<file path="src/rtl/reg_bank_2addr.sv">
// Four-entry register bank with one-hot write decode, two bypassed read ports and a registered write trace.
// Optional build macro REG_ZERO_HARDWIRED_EN makes register 0 a constant zero.
module reg_bank_2addr #(
    parameter int DATA_W = 4
) (
    input  logic              clock,
    input  logic              reset,
    input  logic              WriteEn,
    input  logic [1:0]        WriteAddr,
    input  logic [DATA_W-1:0] WriteData,
    input  logic [1:0]        ReadAddr1,
    input  logic [1:0]        ReadAddr2,
    output logic [DATA_W-1:0] ReadData1,
    output logic [DATA_W-1:0] ReadData2,
    output logic [3:0]        WriteOneHot
);

`ifdef REG_ZERO_HARDWIRED_EN
    localparam bit ZERO_HW = 1'b1;
`else
    localparam bit ZERO_HW = 1'b0;
`endif

    logic [DATA_W-1:0] regs_q [4];
    logic [DATA_W-1:0] regs_d [4];
    logic [3:0]        write_onehot_q;
    logic [3:0]        write_onehot_d;
    logic [3:0]        store_en;

    // An unknown address matches no case item, so nothing is enabled and no bypass fires.
    always_comb begin
        write_onehot_d = 4'b0000;
        if (WriteEn) begin
            case (WriteAddr)
                2'd0:    write_onehot_d = 4'b0001;
                2'd1:    write_onehot_d = 4'b0010;
                2'd2:    write_onehot_d = 4'b0100;
                2'd3:    write_onehot_d = 4'b1000;
                default: write_onehot_d = 4'b0000;
            endcase
        end
    end

    always_comb begin
        store_en = write_onehot_d;
        if (ZERO_HW) begin
            store_en[0] = 1'b0;
        end
    end

    always_comb begin
        for (int i = 0; i < 4; i++) begin
            regs_d[i] = store_en[i] ? WriteData : regs_q[i];
        end
        if (ZERO_HW) begin
            regs_d[0] = '0;
        end
    end

    always_ff @(posedge clock) begin
        if (!reset) begin
            for (int i = 0; i < 4; i++) begin
                regs_q[i] <= '0;
            end
            write_onehot_q <= 4'b0000;
        end else begin
            for (int i = 0; i < 4; i++) begin
                regs_q[i] <= regs_d[i];
            end
            write_onehot_q <= write_onehot_d;
        end
    end

    // Bypass keys off the store enable, so a discarded write to a hardwired zero never leaks out.
    always_comb begin
        ReadData1 = store_en[ReadAddr1] ? WriteData : regs_q[ReadAddr1];
        ReadData2 = store_en[ReadAddr2] ? WriteData : regs_q[ReadAddr2];
        if (ZERO_HW && (ReadAddr1 == 2'd0)) begin
            ReadData1 = '0;
        end
        if (ZERO_HW && (ReadAddr2 == 2'd0)) begin
            ReadData2 = '0;
        end
    end

    assign WriteOneHot = write_onehot_q;

endmodule

</file>
<file path="config.mk">
export PLATFORM = sky130hd
export DESIGN_NAME = reg_bank_2addr
export DESIGN_NICKNAME = d
export VERILOG_FILES = /design/src/rtl/reg_bank_2addr.sv
export SDC_FILE = /design/constraint.sdc
export NUM_CORES = 1
export LEC_CHECK = 0
export ABC_CLOCK_PERIOD_IN_PS = 1800
export CAP_MARGIN = 20
export CORE_ASPECT_RATIO = 1.5
export CORE_MARGIN = 4
export CORE_UTILIZATION = 40
export CTS_CLUSTER_SIZE = 16
export DETAILED_ROUTE_END_ITERATION = 12
export DONT_BUFFER_PORTS = 1
export GPL_TIMING_DRIVEN = 0
export PLACE_DENSITY = 0.51
export SKIP_LAST_GASP = 1
export SLEW_MARGIN = 20
export SYNTH_ARGS = -nofsm -noshare
export SYNTH_HDL_FRONTEND = slang
export SYNTH_SLANG_ARGS = --single-unit
</file>
<file path="constraint.sdc">
create_clock -name clock -period 1.8 [get_ports clock]
set_clock_uncertainty 0.15 [all_clocks]
set_input_delay 0.18 -clock clock [delete_from_list [all_inputs] [get_ports clock]]
set_output_delay 0.18 -clock clock [all_outputs]
set_load 0.005 [all_outputs]
</file>
======== After elaboration in Yosys (flattened, before gate mapping) ========
Memory sizes are Yosys's and may differ from the RTL's.
Cells that the tools add are included.
operators by class
  mux-type cells .......................... 18
  shift operators ......................... 0
  order comparisons ....................... 2
  multiply operators ...................... 0
  div/mod/pow operators ................... 0
  bitwise logic cells ..................... 4
  reduce and logical (&&, ||, !) cells .... 5
  equal/unequal tests ..................... 7
  add/subtract/negate cells ............... 0
operators with widths
  cell                                                        count
  2-to-1 mux 4 bit                                            11
  case mux 4 bit (4 select lines)                             1
  AND reduction 2 bit                                         4
  less-than comparator 2 x 3 -> 1 bit, second input constant  2
  binary-select mux 1 bit (select 2 bit)                      2
  equality test 2 bit, second input constant                  2
  2-to-1 mux 1 bit                                            4
  != test 1 bit, second input constant                        4
  OR 1 bit                                                    4
  equality test 2 x 1 -> 1 bit, second input constant         1
  zero test 2 bit                                             1
storage, ports and cells
  logic and storage cells ................. 38
  memories kept ........................... 1
  bits in latches ......................... 0
  memory bits (read-only) ................. 0
  bits in registers ....................... 4
  RAM bits ................................ 16
  input port bits ......................... 13
  output and inout bits ................... 12
memories
  name    depth  width  rd ports  clocked after Yosys merged registers in  write ports  line  source
  regs_q  4      4      2         0                                        4            24    logic [DATA_W-1:0] regs_q [4];

======== Depth between registers and ports, before layout ========
Gate-level depths: netlist (run 1).
  depth after elaboration ................. 6
  gate-level depth with buffers ........... 4
  depth with buffers taken out ............ 3

======== Worst setup path before layout (run 1) ========
No wires, ideal clock.
  path kind ............................... register -> output
  from .................................... memory regs_q[3][0]
  to ...................................... output port ReadData1[0]
  path slack .............................. 393 ps
  cell stages (with the launch flop) ...... 3
  arrival time ............................ 1077 ps
  cell sequence ........................... edfxtp_1 -> mux4_2 -> mux2_2
RTL lines
  what                line  source
  start: declaration  24
  end: declaration    13    output logic [DATA_W-1:0] ReadData1,

==> results_dict.tcl, run 1 <==
set metrics [dict create \
    status "complete, but fails checks" \
    violated_checks "setup timing" \
    finalCriticalPeriod_ns 1.80 \
    routedWlPerCell_um 18.9 \
    setup_total_negative_slack_ns -0.00292 \
    design.final.nets 99 \
    critical-path-max-stage-delay_ns 0.48 \
    synth.top_cells.by_area "sky130_fd_sc_hd__edfxtp_1 (45%), sky130_fd_sc_hd__mux4_2 (17%), sky130_fd_sc_hd__and2_1 (9.4%)" \
    setup.worst_path.start "regs_q[3][0]" \
    pre_cts_slack_ns 0.327 \
    worstPathCellList "mux4_2 > mux2_4" \
    detail_route.iter0.violations 16 \
    timing.critical_path.to "ReadData2[0]" \
    finalWorstSetupSlack_ns -0.00259 \
    timing_worst_slew_pin_value_ns 0.644 \
    first_pass_iters 4 \
    syn_area_mm2 0.00106 \
    gr-usage-all-layers 0.140 \
    switching_power_uw 212 \
    cellLeakagePower_nw 0.459 \
    vias 631 \
    cts_root_buf "sky130_fd_sc_hd__clkbuf_4" \
    data_required_time_at_the_worst_endpoint_ns 1.47 \
    die_height_um 71.1 \
    rsz_0062_raised_after_global_routing "yes" \
    drt-vias-per-instance 5.21 \
    die_area_mm2 0.00356 \
    clk_pin_slew_worst_paths_ns 0.11 \
    cp_data_arrival_time_ns 1.47 \
    detail_route.wirelength_um 2290 \
    syn-instance-count 74 \
    dp.final_hpwl_um 1650 \
    design.portCount 25 \
    finalSetupViolations 2 \
    synth_top_area_cell "sky130_fd_sc_hd__edfxtp_1" \
    synth_sequential_area_ratio 0.528 \
    fin_area_mm2 0.00123 \
    dpl-instance-area_mm2 0.00111 \
    hold_path_class "input pin to flip-flop" \
    share_clk_of_total_power 0.236 \
    mostFrequentLayoutCells "sky130_fd_sc_hd__and2_1 (16), sky130_fd_sc_hd__edfxtp_1 (16), sky130_fd_sc_hd__mux4_2 (8), sky130_fd_sc_hd__mux2_4 (8), sky130_fd_sc_hd__dlygate4sd3_1 (7)" \
    p_seq_frac 0.589 \
    crit_path_start_kind "flip-flop" \
    netSwitchingFraction 0.230 \
    dp_cell_count 110 \
    antenna-diode-count 0 \
    cp.buffers_inverters 0 \
    grt_antenna_before_repair 0 \
    area_delta_synth_final_pct 16.1 \
    cp_num_cells 2 \
    slew_viol_final 0 \
    syn-num-nets 87 \
    synthesis.area_per_instance_um2 14.4 \
    timing.setup.critical_path_class "flip-flop to output port" \
    post_synth_num_cell_types 14 \
    timing.max_cap.violations 0 \
    route.detailed.drc 0 \
    final_layout_size_suffix_gt1_frac 0.259 \
    placement_rows 22 \
    dieWidth_um 50.1 \
    ir_drop_mv 0.540 \
    internal_power_uw 710 \
    critical_path.endpoint_type "output port" \
    worst_path_max_delay_cell "sky130_fd_sc_hd__mux4_2" \
    p_comb_frac 0.176 \
    grt_max_degree 12 \
    ant_nets 0 \
    fin_cells 121 \
    gr-total-overflow 0 \
    grt_pass1_wl_um 3670 \
    placement.io_buffers 0 \
    core_mm2 0.00250 \
    cts_tree "built" \
    worst-path-max-fanout 2 \
    post-synth-top-area-fraction 0.452 \
    pwr_density_cell_mw_per_mm2 748 \
    max_slew_margin 0.566 \
    max_clock_freq_mhz 555 \
    total_of_flip_flops_plus_latches_after_synthesis 20 \
    synth_warnings 0 \
    ctsHtreeMaxLevel 1 \
    clock_sink_count 20 \
    layout_worst_path_cycle_share 1.00 \
    top_family_by_delay_on_critical_path "multiplexers" \
    clockBufferDepth 2 \
    cts_buffers 3 \
    hold_viol 0 \
    gpl_congestion 0.789 \
    initial_standard_cell_utilization_of_the_core 0.424 \
    grt_pass1_vias 660 \
]
registers in the layout, indices dropped and copies added (netlist names):
name and flops:
regs_q 16, WriteOneHot 4
timing repair:
action                     CTS  global route
buffers inserted             0             0
setup endpoints to repair    6             8
hold buffers                 7             0
gates resized for setup      6             2
hold endpoints to repair    20             0
cell type report:
cell class                 instances  area [um2]
buffer                             3        27.5
clock buffer                       3        22.5
clock inverter                     1        3.75
fill                             224        1270
inverter                           1        3.75
multi-input combinational         50         500
sequential                        20         561
tap                               36        45.0
timing repair buffer               7        70.1
through the flow:
step,power [mW],hold WS (ns),utilization
2_1_floorplan,0.658,0.204,-
3_3_place_gp,0.682,0.229,0.442
3_5_place_dp,0.683,0.232,0.442
4_1_cts,0.921,0.0164,0.490
5_1_grt,0.962,0.0379,0.493
6_report,0.923,0.0106,0.493
metal layers:
layer,wire length (um),GRT usage,share of wire,vias up
li1,-,-,-,295
met1,972,0.195,0.42,307
met2,1100,0.211,0.48,27
met3,197,0.0358,0.086,2
met4,20,0.0462,0.0087,0
met5,0,0,0,-
cells by family after synthesis:
| kind of cell | after synthesis | share of synthesized area |
|---|---|---|
| AO/OA/AOI/OAI | 4 | 0.0188 |
| XOR/XNOR | 4 | 0.0330 |
| buffers and inverters | 4 | 0.0294 |
| flip-flops | 20 | 0.528 |
| multiplexers | 16 | 0.254 |
| AND/OR/NAND/NOR | 26 | 0.137 |
cell usage after synthesis:
library cell / instances
sky130_fd_sc_hd__and2_1: 16
sky130_fd_sc_hd__edfxtp_1: 16
sky130_fd_sc_hd__mux2_2: 8
sky130_fd_sc_hd__mux4_2: 8
sky130_fd_sc_hd__dfxtp_1: 4
sky130_fd_sc_hd__nor2_1: 4
sky130_fd_sc_hd__o21ai_0: 4
sky130_fd_sc_hd__xnor2_1: 4
sky130_fd_sc_hd__buf_6: 2
sky130_fd_sc_hd__nand2_1: 2
sky130_fd_sc_hd__nand2b_1: 2
sky130_fd_sc_hd__nand3_1: 2
sky130_fd_sc_hd__buf_2: 1
sky130_fd_sc_hd__inv_1: 1
power by group through the flow:
| stage | Clock [mW] | Combinational [mW] | Sequential, mW |
|---|---|---|---|
| floorplan | 0 | 0.110 | 0.548 |
| global placement | 0 | 0.129 | 0.553 |
| detailed placement | 0 | 0.130 | 0.553 |
| CTS | 0.217 | 0.161 | 0.543 |
| global route | 0.238 | 0.177 | 0.546 |
| finish | 0.217 | 0.162 | 0.543 |
how the worst min path moves through the flow:
| stage | from | to | slack [ns] | cells past startpoint |
|---|---|---|---|---|
| floorplan | reset | WriteOneHot[1] | 0.20 | 2 |
| global placement | WriteData[3] | regs_q[0][3] | 0.23 | 1 |
| detailed placement | WriteData[1] | regs_q[3][1] | 0.23 | 1 |
| CTS | WriteEn | WriteOneHot[1] | 0.02 | 2 |
| global route | WriteEn | WriteOneHot[1] | 0.04 | 2 |
| finish | WriteEn | WriteOneHot[1] | 0.01 | 2 |
Power figures use the tool's default switching activity.
==> run 2, diff against run 1 <==
==> config.mk (replaced) <==
export PLATFORM = sky130hd
export DESIGN_NAME = reg_bank_2addr
export DESIGN_NICKNAME = d
export VERILOG_FILES = /design/src/rtl/reg_bank_2addr.sv
export SDC_FILE = /design/constraint.sdc
export NUM_CORES = 1
export LEC_CHECK = 0
export ABC_CLOCK_PERIOD_IN_PS = 1950
export CAP_MARGIN = 20
export CORE_MARGIN = 4
export CORE_UTILIZATION = 60
export CTS_CLUSTER_SIZE = 16
export DETAILED_ROUTE_END_ITERATION = 12
export DONT_BUFFER_PORTS = 1
export GPL_TIMING_DRIVEN = 0
export PLACE_DENSITY = 0.73
export SKIP_LAST_GASP = 1
export SLEW_MARGIN = 20
export SYNTH_ARGS = -nofsm -noshare
export SYNTH_HDL_FRONTEND = slang
export SYNTH_SLANG_ARGS = --single-unit
export TNS_END_PERCENT = 1
==> constraint.sdc (replaced) <==
create_clock -name clock -period 1.95 [get_ports clock]
set_clock_uncertainty 0.15 [all_clocks]
set_input_delay 0.195 -clock clock [delete_from_list [all_inputs] [get_ports clock]]
set_output_delay 0.195 -clock clock [all_outputs]
set_load 0.005 [all_outputs]
==> run 2 against run 1 <==
  * Worst hold slack better by 0.031 ns
  * Final cell count is 9.1% lower
  * Critical path depth stayed put
  * The flow now finishes without violations
  * Routed wire length fell by 15%
  * Power decreased by 11%
  * Critical endpoint is now ReadData1[2]
  * Sequential power decreased by 7.4%
  * Die area shrank 30%
  * Via count down 1.3%
  * Non-clock buffer count grew 1
  * Combinational power shrank 20%
==> results_dict.tcl, run 2 (synthesis gave the netlist of run 1 again) <==
set metrics [dict create \
    status "completed" \
    die_area_mm2 0.00251 \
    dp.final_hpwl_um 1460 \
    clk_pin_slew_worst_paths_ns 0.10 \
    worst-path-max-fanout 2 \
    area_delta_synth_final_pct 12.8 \
    mostFrequentLayoutCells "sky130_fd_sc_hd__and2_1 (16), sky130_fd_sc_hd__edfxtp_1 (16), sky130_fd_sc_hd__mux4_2 (8), sky130_fd_sc_hd__mux2_2 (8), sky130_fd_sc_hd__dlygate4sd3_1 (8)" \
    initial_standard_cell_utilization_of_the_core 0.666 \
    routedWlPerCell_um 17.6 \
    fin_area_mm2 0.00120 \
    detail_route.iter0.violations 17 \
    detail_route.wirelength_um 1940 \
    final_layout_size_suffix_gt1_frac 0.256 \
    drt-vias-per-instance 5.66 \
    ir_drop_mv 0.557 \
    layout_worst_path_cycle_share 0.936 \
    die_height_um 50.1 \
    finalCriticalPeriod_ns 1.82 \
    timing.setup.critical_path_class "flip-flop to output port" \
    ant_nets 0 \
    timing_worst_slew_pin_value_ns 0.576 \
    placement_rows 14 \
    grt_pass1_vias 648 \
    first_pass_iters 4 \
    pre_cts_slack_ns 0.460 \
    data_required_time_at_the_worst_endpoint_ns 1.60 \
    ctsHtreeMaxLevel 1 \
    gr-total-overflow 0 \
    critical-path-max-stage-delay_ns 0.47 \
    setup_total_negative_slack_ns 0 \
    cp.buffers_inverters 0 \
    clock_sink_count 20 \
    cts_root_buf "sky130_fd_sc_hd__clkbuf_4" \
    grt_antenna_before_repair 0 \
    slew_viol_final 0 \
    hold_path_class "input pin to flip-flop" \
    gr-usage-all-layers 0.185 \
    pwr_density_cell_mw_per_mm2 687 \
    placement.io_buffers 0 \
    layout.filler_cells 105 \
    grt_max_degree 12 \
    timing.max_cap.violations 0 \
    cts_tree "built" \
    antenna-diode-count 0 \
    dieWidth_um 50.1 \
    worst_path_max_delay_cell "sky130_fd_sc_hd__mux4_2" \
    vias 623 \
    cp_data_arrival_time_ns 1.48 \
    rsz_0062_raised_after_global_routing "no" \
    core_mm2 0.00159 \
    cellLeakagePower_nw 0.427 \
    route.detailed.drc 0 \
    hold_viol 0 \
    design.final.nets 100 \
    max_clock_freq_mhz 548 \
    max_slew_margin 0.612 \
    gpl_congestion 0.724 \
    finalSetupViolations 0 \
    crit_path_start_kind "flip-flop" \
    worstPathCellList "mux4_2 > mux2_2" \
    critical_path.endpoint_type "output port" \
    finalWorstSetupSlack_ns 0.125 \
    regMostFlops "regs_q" \
    dpl-instance-area_mm2 0.00109 \
    clockBufferDepth 2 \
    cts_buffers 3 \
    top_family_by_delay_on_critical_path "multiplexers" \
    grt_pass1_wl_um 3260 \
    cts_setup_buffers 0 \
    largest_register_ff_count 16 \
    util_after_layout 0.752 \
    design.portCount 25 \
]
==> run 2: cell types whose count changed in the layout (fill, tap and decap cells not counted) <==
cell and change:
sky130_fd_sc_hd__mux2_4 -8, sky130_fd_sc_hd__mux2_2 +8, sky130_fd_sc_hd__dlygate4sd3_1 +1
==> run 2: final timing paths <==
| path | start | to | slack (ns) | depth (start not counted) |
|---|---|---|---|---|
| setup / recovery | regs_q[2][2] | ReadData1[2] | 0.13 | 2 |
| hold / removal | WriteAddr[1] | WriteOneHot[1] | 0.04 | 2 |
==> run 2: where the power goes <==
part           switching (mW)  internal (mW)
combinational          0.0513         0.0788
clock                   0.116         0.0744
sequential             0.0138          0.489
total                   0.181          0.642
==> run 2: area by class of cell <==
type | count | area (um2) | share of cell area
buffer | 3 | 27.5 | 0.0230
clock buffer | 3 | 22.5 | 0.0188
clock inverter | 1 | 3.75 | 0.00313
inverter | 1 | 3.75 | 0.00313
multi-input combinational | 50 | 470 | 0.392
sequential | 20 | 561 | 0.468
tap | 24 | 30.0 | 0.0251
timing repair buffer | 8 | 80.1 | 0.0668
==> run 2: repair_timing <==
action,4_1_cts,5_1_grt
endpoints found under the hold margin,20,0
hold buffers,8,0
resized for setup,0,0
==> run 2: metal layers <==
metal,global-route usage,part of all wire,vias to the layer above
met2,0.274,0.47,23
met4,0.124,0.027,0
met3,0.0452,0.074,4
met1,0.238,0.43,295
li1,-,-,301
met5,0,0,-
==> run 2: stage by stage <==
stage,hold WS (ns),std cells,total power [mW]
3_5_place_dp,0.247,98,0.627
4_1_cts,0.0270,110,0.830
3_3_place_gp,0.245,98,0.624
2_1_floorplan,0.219,74,0.607
6_report,0.0412,110,0.824
5_1_grt,0.0468,110,0.866
==> run 3, diff against run 2 <==
--- a/config.mk
+++ b/config.mk
@@ -14,6 +14,7 @@
 export DONT_BUFFER_PORTS = 1
 export GPL_TIMING_DRIVEN = 0
 export PLACE_DENSITY = 0.73
+export REMOVE_ABC_BUFFERS = 1
 export SKIP_LAST_GASP = 1
 export SLEW_MARGIN = 20
 export SYNTH_ARGS = -nofsm -noshare
==> run 3 against run 2 <==
  * Sequential share of layout area rose by 1.3 points
  * Die area is the same
  * Power down 0.76%
  * Worst setup slack got worse by 0.036 ns
  * Maximum frequency shrank 1.9%
  * Worst hold slack got worse by 0.041 ns
  * Clock power is essentially flat
  * Sequential cell count did not move
  * Final area down 2.6%
  * Non-clock buffer count fell by 3
  * Global-route usage grew 2.7 points
==> results_dict.tcl, run 3 (synthesis gave the netlist of run 1 again) <==
set metrics [dict create \
    cts_tree "built" \
    routedWlPerCell_um 21.6 \
    clk_pin_slew_worst_paths_ns 0.10 \
    slew_viol_final 0 \
    finalWorstSetupSlack_ns 0.0890 \
    max_clock_freq_mhz 537 \
    clockBufferDepth 2 \
    setup_total_negative_slack_ns 0 \
    design.portCount 25 \
    clock_sink_count 20 \
    layout.filler_cells 123 \
    placement.io_buffers 0 \
    cts_buffers 3 \
    detail_route.iter0.violations 27 \
    gpl_congestion 0.751 \
    timing.setup.critical_path_class "input pin to flip-flop" \
    cts.repair.resized 0 \
    drt-vias-per-instance 6.08 \
    regMostFlops "regs_q" \
    final_layout_size_suffix_gt1_frac 0.232 \
    dp.final_hpwl_um 1550 \
    area_delta_synth_final_pct 9.89 \
    detail_route.wirelength_um 2290 \
    hold_path_class "input pin to flip-flop" \
    data_required_time_at_the_worst_endpoint_ns 1.97 \
    mostFrequentLayoutCells "sky130_fd_sc_hd__and2_1 (16), sky130_fd_sc_hd__edfxtp_1 (16), sky130_fd_sc_hd__mux4_2 (8), sky130_fd_sc_hd__mux2_2 (8), sky130_fd_sc_hd__dlygate4sd3_1 (8)" \
    largest_register_ff_count 16 \
    grt_pass1_vias 739 \
    pwr_density_cell_mw_per_mm2 700 \
    antenna-diode-count 0 \
    ctsHtreeMaxLevel 1 \
    grt_max_degree 11 \
    finalCriticalPeriod_ns 1.86 \
    hold_viol 0 \
    cellLeakagePower_nw 0.405 \
    timing_worst_slew_pin_value_ns 0.649 \
    core_mm2 0.00159 \
    max_slew_margin 0.562 \
    critical_path.endpoint_type "flip-flop" \
    grt_pass1_wl_um 3820 \
    initial_standard_cell_utilization_of_the_core 0.666 \
    layout_worst_path_cycle_share 0.954 \
    pre_cts_slack_ns 0.447 \
    die_area_mm2 0.00251 \
    finalSetupViolations 0 \
    crit_path_start_kind "input pin" \
    ir_drop_mv 0.562 \
    ant_nets 0 \
    die_height_um 50.1 \
    cts_root_buf "sky130_fd_sc_hd__clkbuf_4" \
    worst-path-max-fanout 6 \
    gr-total-overflow 0 \
    route.detailed.drc 0 \
    vias 644 \
    grt_antenna_before_repair 0 \
    placement_rows 14 \
    rsz_0062_raised_after_global_routing "no" \
    dieWidth_um 50.1 \
    design.final.nets 97 \
    first_pass_iters 4 \
    cp_data_arrival_time_ns 1.88 \
    gr-usage-all-layers 0.212 \
    timing.max_cap.violations 0 \
    status "completed" \
]
run 3: changes by cell type in the layout (fill, tap and decap cells not counted):
cell                       previous run  this run
sky130_fd_sc_hd__buf_6                2         0
sky130_fd_sc_hd__buf_2                1         0
sky130_fd_sc_hd__clkinv_1             1         0
run 3: critical path: stages:
cell and delay (ns):
sky130_fd_sc_hd__dlygate4sd3_1 0.58, sky130_fd_sc_hd__nand2_1 0.08, sky130_fd_sc_hd__dlygate4sd3_1 0.60, sky130_fd_sc_hd__nor2_1 0.25, sky130_fd_sc_hd__and2_1 0.17
run 3: final timing paths:
path | start | endpoint | depth (start not counted)
worst max-delay path | WriteAddr[0] | regs_q[3][3] | 5
worst min-delay path | WriteAddr[1] | WriteOneHot[2] | 2
run 3: layout make-up:
cell class | instances | area, um2 | area share
clock buffer | 3 | 22.5 | 0.0193
sequential | 20 | 561 | 0.480
tap | 24 | 30.0 | 0.0257
timing repair buffer | 8 | 80.1 | 0.0686
inverter | 1 | 3.75 | 0.00322
multi-input combinational | 50 | 470 | 0.403
run 3: per-stage QoR:
step                power, mW  cell area [um2]  hold WS [ns]   util  cells
floorplan               0.597             1030         0.213      -     71
global placement        0.614             1060         0.244  0.668     95
detailed placement      0.617             1060         0.247  0.668     95
CTS                     0.807             1170       0.00236  0.732    106
global route            0.847             1170       0.00397  0.732    106
finish                  0.817             1170      0.000375  0.732    106
run 3: repair_timing:
item | in CTS | in global routing
setup buffers | 0 | 0
hold endpoints to repair | 20 | 0
hold buffers | 8 | 0
run 3: metal layers:
layer	global-route usage	up-vias	wire length (um)
li1	-	291	-
met1	0.261	318	953
met2	0.335	33	1080
met3	0.0873	2	241
met4	0.0691	0	13
met5	0	-	0
run 3: where the power goes:
group	switching (mW)	leakage, nW	internal [mW]
sequential	0.0138	0.190	0.489
clock	0.119	0.0138	0.0720
combinational	0.0479	0.201	0.0754
total	0.181	0.405	0.636
